--- config.mk ---
export PLATFORM = sky130hd
export DESIGN_NAME = id_ex_reg
export DESIGN_NICKNAME = d
export VERILOG_FILES = /design/src/rtl/id_ex_reg_pkg.sv /design/src/rtl/id_ex_reg_pipe_field_reg.sv /design/src/rtl/id_ex_reg.sv
export SDC_FILE = /design/constraint.sdc
export NUM_CORES = 1
export LEC_CHECK = 0
export ABC_AREA = 1
export BUFFER_PORTS_ARGS = -buffer_cell sky130_fd_sc_hd__buf_2
export CAP_MARGIN = 20
export CORE_AREA = 5 5 131 133
export DETAILED_ROUTE_END_ITERATION = 10
export DIE_AREA = 0 0 136 138
export GPL_ROUTABILITY_DRIVEN = 0
export GPL_TIMING_DRIVEN = 0
export PLACE_DENSITY_LB_ADDON = 0.2
export SYNTH_ARGS = -nofsm -noshare
export SYNTH_HDL_FRONTEND = slang
export SYNTH_SLANG_ARGS = --single-unit
export TNS_END_PERCENT = 20
--- constraint.sdc ---
create_clock -name clk -period 4.56 [get_ports clk]
set_clock_uncertainty 0.2 [all_clocks]
set_input_delay 0.684 -clock clk [delete_from_list [all_inputs] [get_ports clk]]
set_output_delay 0.684 -clock clk [all_outputs]
set_load 0.05 [all_outputs]
--- src/rtl/id_ex_reg_pkg.sv ---
// Shared MIPS pipeline package: ALU operation encodings, register index
// width and the stage-action type used by the pipeline registers.
package id_ex_reg_pkg;

    localparam int REG_IDX_W  = 5;
    localparam int ALU_CTRL_W = 3;

    typedef enum logic [ALU_CTRL_W-1:0] {
        ALU_AND = 3'b000,
        ALU_OR  = 3'b001,
        ALU_ADD = 3'b010,
        ALU_SUB = 3'b110,
        ALU_SLT = 3'b111
    } alu_ctrl_e;

    typedef enum logic [1:0] {
        ACT_LOAD  = 2'd0,
        ACT_HOLD  = 2'd1,
        ACT_CLEAR = 2'd2
    } stage_action_e;

    // A frozen stage ignores flush; otherwise flush beats stall, stall beats load.
    function automatic stage_action_e select_action(input logic en,
                                                    input logic flush,
                                                    input logic stall);
        stage_action_e act;
        if (!en) begin
            act = ACT_HOLD;
        end else if (flush) begin
            act = ACT_CLEAR;
        end else if (stall) begin
            act = ACT_HOLD;
        end else begin
            act = ACT_LOAD;
        end
        return act;
    endfunction

endpackage

--- src/rtl/id_ex_reg_pipe_field_reg.sv ---
// Width-parameterised pipeline field register with load, hold and clear.
module pipe_field_reg #(
    parameter int W = 1
) (
    input  logic         clk,
    input  logic         reset,
    input  logic         clear,
    input  logic         hold,
    input  logic [W-1:0] d,
    output logic [W-1:0] q
);

    // Priority: reset, then clear (bubble), then hold, otherwise load d.
    always_ff @(posedge clk) begin
        if (reset) begin
            q <= '0;
        end else if (clear) begin
            q <= '0;
        end else if (!hold) begin
            q <= d;
        end
    end

endmodule

--- src/rtl/id_ex_reg.sv ---
// ID/EX pipeline register with debugger freeze, hazard stall/flush and a
// count of valid instructions admitted into the execute stage.
module id_ex_reg
    import id_ex_reg_pkg::*;
#(
    parameter int DATA_W = 32
) (
    input  logic                  clk,
    input  logic                  reset,
    input  logic                  EnE,
    input  logic                  StallE,
    input  logic                  FlushE,
    input  logic                  RegWriteD,
    input  logic                  MemtoRegD,
    input  logic                  MemWriteD,
    input  logic                  ALUSrcD,
    input  logic                  RegDstD,
    input  logic [ALU_CTRL_W-1:0] ALUControlD,
    input  logic [DATA_W-1:0]     RD1D,
    input  logic [DATA_W-1:0]     RD2D,
    input  logic [DATA_W-1:0]     SignImmD,
    input  logic [DATA_W-1:0]     PCPlus4D,
    input  logic [REG_IDX_W-1:0]  RsD,
    input  logic [REG_IDX_W-1:0]  RtD,
    input  logic [REG_IDX_W-1:0]  RdD,
    input  logic                  ValidD,
    output logic                  RegWriteE,
    output logic                  MemtoRegE,
    output logic                  MemWriteE,
    output logic                  ALUSrcE,
    output logic                  RegDstE,
    output logic [ALU_CTRL_W-1:0] ALUControlE,
    output logic [DATA_W-1:0]     RD1E,
    output logic [DATA_W-1:0]     RD2E,
    output logic [DATA_W-1:0]     SignImmE,
    output logic [DATA_W-1:0]     PCPlus4E,
    output logic [REG_IDX_W-1:0]  RsE,
    output logic [REG_IDX_W-1:0]  RtE,
    output logic [REG_IDX_W-1:0]  RdE,
    output logic                  ValidE,
    output logic [31:0]           InstrCountE
);

    localparam int CTRL_W = 6 + ALU_CTRL_W;
    localparam int DAT_W  = 4 * DATA_W;
    localparam int IDX_W  = 3 * REG_IDX_W;

    stage_action_e act;
    logic          clear;
    logic          hold;
    logic [CTRL_W-1:0] ctrl_q;
    logic [DAT_W-1:0]  dat_q;
    logic [IDX_W-1:0]  idx_q;
    logic [31:0]       instr_count;

    assign act   = select_action(EnE, FlushE, StallE);
    assign clear = (act == ACT_CLEAR);
    assign hold  = (act == ACT_HOLD);

    pipe_field_reg #(.W(CTRL_W)) ctrl_reg (
        .clk   (clk),
        .reset (reset),
        .clear (clear),
        .hold  (hold),
        .d     ({RegWriteD, MemtoRegD, MemWriteD, ALUSrcD, RegDstD, ALUControlD, ValidD}),
        .q     (ctrl_q)
    );

    pipe_field_reg #(.W(DAT_W)) data_reg (
        .clk   (clk),
        .reset (reset),
        .clear (clear),
        .hold  (hold),
        .d     ({RD1D, RD2D, SignImmD, PCPlus4D}),
        .q     (dat_q)
    );

    pipe_field_reg #(.W(IDX_W)) idx_reg (
        .clk   (clk),
        .reset (reset),
        .clear (clear),
        .hold  (hold),
        .d     ({RsD, RtD, RdD}),
        .q     (idx_q)
    );

    assign {RegWriteE, MemtoRegE, MemWriteE, ALUSrcE, RegDstE, ALUControlE, ValidE} = ctrl_q;
    assign {RD1E, RD2E, SignImmE, PCPlus4E} = dat_q;
    assign {RsE, RtE, RdE} = idx_q;
    assign InstrCountE = instr_count;

    // Count real instructions entering EX; only a genuine load advances it, wrapping silently.
    always_ff @(posedge clk) begin
        if (reset) begin
            instr_count <= '0;
        end else if (act == ACT_LOAD && ValidD) begin
            instr_count <= instr_count + 32'd1;
        end
    end

endmodule

; ---- Word-level counts from Yosys, hierarchy flattened
; Cells that the tools add are included.
[classes]
n_mux = 3
n_addsub = 1
n_eq_ne = 2
reduce_logical = 3
[ops]
columns = cell, count
row1 = "adder 32 x 1 -> 32 bit, second input constant", 1
row2 = two-way mux 2 bit, 2
row3 = "equality test 2 x 1 -> 1 bit, second input constant", 1
row4 = "equality test 2 bit, second input constant", 1
row5 = logical NOT 2 bit, 1
row6 = OR reduction 2 bit, 1
row7 = logical AND 1 bit, 1
row8 = two-way mux 1 bit, 1
[totals]
out_inout_bits = 184
reg_bits = 184
in_bits = 157
word_cells = 13

; ---- Logic depth before layout (Yosys ltp)
; Gate-level depths: netlist of run 1.
[logic_depth]
depth_word = 5
depth_mapped = 10
depth_no_buf = 9

; ---- Modules after synthesis
; A second synthesis of run 1 with hierarchy kept.
[unflattened]
hier_cells = 1239
hier_area_um2 = 8200.4
[by_module_without_submodules]
columns = mod, cells_each, area_each_um2, seq_area_each_um2, instances
row1 = pipe_field_reg at data_reg, 811, 5241.3, 2562.5, 1
row2 = id_ex_reg, 276, 1876.8, 640.6, 1
row3 = pipe_field_reg at idx_reg, 95, 649.4, 300.3, 1
row4 = pipe_field_reg at ctrl_reg, 57, 432.9, 180.2, 1

; ---- Worst setup path after synthesis of run 1
; Ideal clock, no wire load.
[synth_path]
path_kind = register to register
start = register instr_count[1], in the netlist InstrCountE[1]
end = register instr_count[20], in the netlist InstrCountE[20]
slack_ns = 2.574
setup_time_ns = 0.117
synth_period_minus_slack_ns = 1.986
path_buffers = 0
t_arrival_ns = 1.669
required_time_ns = 4.243
stages_incl_launch_ff = 9
cell_sequence = dfxtp_1 ha_1 inv_1 nor2_2 nand3_2 nor2_1 nand3_1 nand2_1 nor2_1
[synth_between]
elab_chain_cells = 1
[synth_rtl]
columns = element, line
row1 = from (decl), id_ex_reg.sv:54  ; logic [31:0] instr_count;
row2 = from (signal assigned), id_ex_reg.sv:97  ; instr_count <= instr_count + 32'd1;
row3 = adder 32 x 1 -> 32 bit, id_ex_reg.sv:97
; No other way between the ends.
; A chain may end at the register's enable or synchronous reset.

; ---- Final worst setup path of run 1
[layout_path]
start = register instr_count[16], in the netlist InstrCountE[16]
end = output port InstrCountE[16]
[layout_rtl]
columns = element, line
row1 = to (decl), id_ex_reg.sv:41  ; output logic [31:0] InstrCountE
; No word-level cell between the ends.

==> results_dict.tcl, run 1 <==
set metrics [dict create \
    grt_overflow 0 \
    grt_setup_unrepaired "false" \
    die-area_um2 18800 \
    arrival_ns 1.22 \
    holdWs_ns 0.283 \
    worstSetupPathType "reg -> out" \
    wl_met1_um 9130 \
    fin_nets 1465 \
    finalCritPeriodShare_pct 46.2 \
    fillers 1505 \
    muxShareOfSynthArea_pct 0 \
    met3WireLength_um 2420 \
    synth.avg_cell_area_um2 7.34 \
    crit_buf_inv 1 \
    critical_path_required_ns 3.68 \
    ys_seq_area_share_pct 53.0 \
    hold_buffers 0 \
    post-route-drc-count 0 \
    yosys.area_share.simple_pct 38.9 \
    synth_fp_nets 1106 \
    hold_viol_final 0 \
    maxCapViolations 0 \
    synth_adder_area_share_pct 0.180 \
    crit_fanout 5 \
    cts_root_buf "clkbuf_16" \
    dr.pass1.iters 5 \
    dpl-instance-area_um2 8930 \
    dp.cells 1504 \
    slew_headroom_pct 65.9 \
    grtUsageTotal_pct 23.4 \
    synthTopCellsByArea "dfxtp_1 53%, nor2_1 20%, nor3_1 11%, nand2_1 3.8%, inv_1 1.9%" \
    setup_viol 0 \
    slowest_stage "dfxtp_1" \
    yosysWarnings 0 \
    via_per_inst 4.75 \
    tightest_slew_ns 0.511 \
    synthCells 948 \
    synth_xor_area_share_pct 0.252 \
    ant_nets 0 \
    cts_setup_buffers 0 \
    drive_gt1_share_pct 30.8 \
    worst_path_dominant_cell_family "flip-flops" \
    synthDistinctLibCells 26 \
    worstPathCellList "buf_2" \
    power_density_nw_per_um2 427 \
    start_kind "flop" \
    fp-row-count 46 \
    final_util_pct 60.8 \
    finish.instance_area_um2 9550 \
    core-area_um2 15700 \
    wl_met2_um 10700 \
    synth_seq_cells 184 \
    clkTransAtPathRegs_ns 0.06 \
    fp.dieH_um 138 \
    ir_drop_mv 0.231 \
    start_util_pct 44.3 \
    antenna_found_initial 0 \
    synth_largest_area_cell "dfxtp_1" \
    wl_um 22800 \
    p_leak_uw 0.00474 \
    stdcell_count 1537 \
    cts.htree.levels 4 \
    clockBufferDepth 2 \
    synth_top_area_share_pct 53.0 \
    rrSetupSlack_ns 2.75 \
    dp.final_hpwl_um 17800 \
    vias 7295 \
    syn2layout_area_growth_pct 37.2 \
    post-route-min-period_ns 2.11 \
    drv_slew 0 \
    ctsResizeCount 0 \
    clk_latency_ns 0.42 \
    cts_tree "done" \
    highest_layer "met4" \
    grt_pass1_vias 6823 \
    hold_class "reg -> reg" \
    synth_top_family_by_area "simple AND/OR/NAND/NOR gates" \
    fmaxAchievable_ghz 0.474 \
    grt_pass1_wl_um 35100 \
    wl_per_cell_um 14.8 \
    critPathMaxStageDelay_ns 0.48 \
    end_kind "output pin" \
    syn_area_um2 6960 \
    fp.dieW_um 136 \
    io_pins 341 \
    drt_iter0_markers 415 \
    setup_tns_ns 0 \
    clock-sinks 184 \
    status "finished clean" \
    cts_buffers 17 \
    io_buffers 340 \
    synth_compound_area_share_pct 2.46 \
    grt_max_degree 18 \
]
final cells by class:
class	instances	area [um^2]	share of cell area, %
clock buffers	18	429	4.50
clock inverters	14	186	1.95
inverters	35	131	1.38
plain buffers	52	233	2.44
flip-flops and latches	184	3680	38.6
multi-input cells	677	2910	30.5
diodes	1	2.50	0.0262
well taps	216	270	2.83
repair buffers	340	1700	17.8
power breakdown:
| part | switching (uW) | total, uW | internal [uW] |
|---|---|---|---|
| Combinational | 587 | 789 | 202 |
| Sequential | 49.1 | 1760 | 1710 |
| Clock | 656 | 1530 | 877 |
cell usage after synthesis:
cell type and n:
nand3_2 1, and2_1 1, nor2_1 370, inv_1 35
nand2_4 1, nor3_1 153, nor3b_1 1, o21bai_1 1
ha_1 1, buf_1 9, buf_2 24, dfxtp_1 184
nor2_2 4, nand3b_1 1, nand3_1 26, o21a_1 1
buf_4 2, nor2_4 2, xor2_1 2, nand2_2 2
a31oi_1 1, o21ai_0 9, nand2_1 70, clkbuf_1 17
nand4_1 9, a21oi_1 21
sequential cells by signal (all words and copies together) (netlist names):
| signal | flops |
|---|---|
| idx_reg.q | 15 |
| ctrl_reg.q | 9 |
| data_reg.q | 128 |
| InstrCountE | 32 |
metal layers:
| layer | track usage, % | vias up |
|---|---|---|
| met5 | 0 | - |
| met4 | 7.85 | 0 |
| met3 | 8.45 | 35 |
| met2 | 39.1 | 302 |
| met1 | 27.7 | 3201 |
| li1 | - | 3757 |
cells in the final DEF (no fill, tap or decap), drive strengths merged:
cell type	Yosys	routed
dfxtp	184	184
o21ai	9	9
nor2	376	376
clkbuf	17	35
a31oi	1	1
nand2	73	73
clkinv	0	2
xor2	2	2
nand4	9	9
diode	0	1
a21oi	21	21
nor3	153	153
clkinvlp	0	4
and2	1	1
inv	35	40
nand3b	1	1
bufinv	0	3
nor3b	1	1
o21a	1	1
buf	35	375
nand3	27	27
ha	1	1
o21bai	1	1
final timing paths:
kind	startpoint	to	cells after the start
min	data_reg.q[108]$_SDFFE_PP0P_	data_reg.q[108]$_SDFFE_PP0P_	2
max reg2reg	InstrCountE[1]$_SDFFE_PP0P_	InstrCountE[30]$_SDFFE_PP0P_	8
min reg2reg	data_reg.q[108]$_SDFFE_PP0P_	data_reg.q[108]$_SDFFE_PP0P_	2
max	InstrCountE[16]$_SDFFE_PP0P_	InstrCountE[16]	1
logic make-up after synthesis:
logic type               Yosys count
flip-flops                       184
XOR/XNOR                           2
adder cells (fa/ha/maj)            1
buffers and inverters             87
AO/OA/AOI/OAI                     33
AND/OR/NAND/NOR                  641
metrics by stage:
step | setup slack, ns | total power [uW]
finish | 2.45 | 4080
global route | 2.39 | 4250
CTS | 2.43 | 4120
detailed placement | 2.22 | 2590
global placement | 2.29 | 2580
floorplan | 2.57 | 2350
No activity file was read; power rests on OpenSTA's default activity.
==> run 2, diff against run 1 <==
Clock period 4.56 ns to 2 ns, I/O delays scaled along.
==> results_dict.tcl, run 2 (synthesized netlist as in run 1, its figures left out) <==
set metrics [dict create \
    multiInputGateArea_um2 2910 \
    grtUsageTotal_pct 27.4 \
    syn2layout_area_growth_pct 59.3 \
    cts_buffers 17 \
    post-route-min-period_ns 1.84 \
    maxCapViolations 0 \
    pwr-share-seq_pct 41.8 \
    p_leak_uw 0.00538 \
    hold_class "in -> reg" \
    r2r-end "InstrCountE[30]$_SDFFE_PP0P_" \
    mostFrequentLayoutCell "nor2_1" \
    setup_viol 0 \
    hold_path_end "InstrCountE[0]$_SDFFE_PP0P_" \
    clockBufferDepth 2 \
    layout_common_cells "370 x nor2_1, 363 x buf_2, 184 x dfxtp_1" \
    p_int_uw 6550 \
    fillers 1181 \
    ant_nets 0 \
    start_kind "input pin" \
    holdWs_ns 0.133 \
    slew_headroom_pct 65.0 \
    tightest_slew_ns 0.525 \
    top_register "data_reg.q" \
    wl_um 26500 \
    wl_per_cell_um 15.7 \
    worstPathCellList "dlygate4sd3_1 -> buf_2 -> inv_1 -> buf_2 -> buf_1 -> o21ai_0 -> nor2_1" \
    cts_tree "done" \
    worstSetupPathType "in -> reg" \
    fp.dieH_um 138 \
    p_sw_share_pct 31.7 \
    rrSetupSlack_ns 0.18 \
    dp.cells 1504 \
    core-area_um2 15700 \
    grt_overflow 0 \
    via_per_inst 4.89 \
    crit_buf_inv 5 \
    hold_viol_final 0 \
    slowest_stage "dlygate4sd3_1" \
    pwr-share-clk_pct 36.4 \
    critical_path_required_ns 2.16 \
    largest_reg_flops 128 \
    register_area_um2 3680 \
    arrival_ns 2.00 \
    drv_slew 0 \
    die-area_um2 18800 \
    antenna_found_initial 1 \
    fmaxAchievable_ghz 0.542 \
    grt_pass1_vias 8273 \
    crit_fanout 10 \
    final_util_pct 70.5 \
    cp_common_cell "buf_2" \
    grt_max_degree 18 \
    setup_tns_ns 0 \
    vias 8270 \
    grt_setup_unrepaired "false" \
    power.switching_uw 3050 \
    grt_pass1_wl_um 41600 \
    dr.pass1.iters 5 \
    stdcell_count 1690 \
    fp-row-count 46 \
    clkTransAtPathRegs_ns 0.07 \
    status "finished clean" \
    clk_latency_ns 0.42 \
    r2r-start "InstrCountE[1]$_SDFFE_PP0P_" \
    post-route-drc-count 0 \
    drive_gt1_share_pct 27.7 \
    finalCritPeriodShare_pct 92.2 \
    cts_root_buf "clkbuf_16" \
    cts_setup_buffers 0 \
    fin_nets 1618 \
    ir_drop_mv 0.524 \
    power_density_nw_per_um2 866 \
    io_pins 341 \
    worst_path_dominant_cell_family "buffers and inverters" \
    io_buffers 340 \
    p_comb_share_pct 21.7 \
    end_kind "flop" \
    min_delay_path_depth 3 \
    fp.dieW_um 136 \
    drt_iter0_markers 400 \
    dp.final_hpwl_um 17800 \
    critPathMaxStageDelay_ns 0.55 \
    cts.htree.levels 4 \
    clock-sinks 184 \
    start_util_pct 44.3 \
    reg2reg_depth 8 \
    min_from "EnE" \
]
-- run 2: what timing repair did --
item,4_1_cts,5_1_grt
gates resized for setup,0,2
endpoints found under the setup margin,0,80
hold buffers,153,0
hold endpoints to repair,155,0
-- run 2: metal layers --
layer	vias up	share of wire, %	global-route usage [%]
met1	3688	38	30.8
met5	-	0	0
li1	4071	-	-
met2	422	47	46.1
met3	89	9.7	8.74
met4	0	4.6	14.3
-- run 2: worst max-delay path by stage --
stage | startpoint | to | slack [ns] | cells past startpoint
after global placement | StallE | data_reg.q[62]$_SDFFE_PP0P_ | 0.11 | 8
after detailed placement | StallE | data_reg.q[81]$_SDFFE_PP0P_ | 0.04 | 8
after floorplan | InstrCountE[1]$_SDFFE_PP0P_ | InstrCountE[20]$_SDFFE_PP0P_ | 0.01 | 8
after global routing | InstrCountE[1]$_SDFFE_PP0P_ | InstrCountE[18]$_SDFFE_PP0P_ | 0.02 | 8
final | reset | InstrCountE[15]$_SDFFE_PP0P_ | 0.16 | 7
after CTS | reset | data_reg.q[62]$_SDFFE_PP0P_ | 0.09 | 7
-- run 2: area by class of cell --
| class | count | share of cell area (%) |
|---|---|---|
| Clock buffer | 18 | 3.87 |
| Tap cell | 216 | 2.44 |
| Clock inverter | 14 | 1.68 |
| Timing Repair Buffer | 493 | 29.2 |
| Antenna cell | 1 | 0.0226 |
| Multi-Input combinational cell | 677 | 26.3 |
| Inverter | 35 | 1.19 |
| Sequential cell | 184 | 33.2 |
| Buffer | 52 | 2.12 |
-- run 2: tightest hold or removal path, delay by kind of cell --
| kind | cells | cell delay (ns) |
|---|---|---|
| AND/OR/NAND/NOR | 1 | 0.19 |
| buffers and inverters | 1 | 0.13 |
| AO/OA/AOI/OAI | 1 | 0.09 |
-- run 2: metrics by stage --
| stage | power (uW) | area [um^2] | setup slack [ns] |
|---|---|---|---|
| 6_report | 9600 | 11100 | 0.156 |
| 5_1_grt | 9960 | 11100 | 0.0175 |
| 4_1_cts | 9640 | 11100 | 0.0870 |
| 3_5_place_dp | 5900 | 8930 | 0.0443 |
| 3_3_place_gp | 5880 | 8930 | 0.113 |
| 2_1_floorplan | 5350 | 6960 | 0.0144 |
-- run 2: power groups by stage --
stage | clock network, uW | registers (uW) | logic [uW]
2_1_floorplan | 0 | 4880 | 465
3_3_place_gp | 0 | 4080 | 1800
3_5_place_dp | 0 | 4090 | 1810
4_1_cts | 3580 | 4010 | 2050
5_1_grt | 3710 | 4040 | 2220
6_report | 3500 | 4020 | 2090
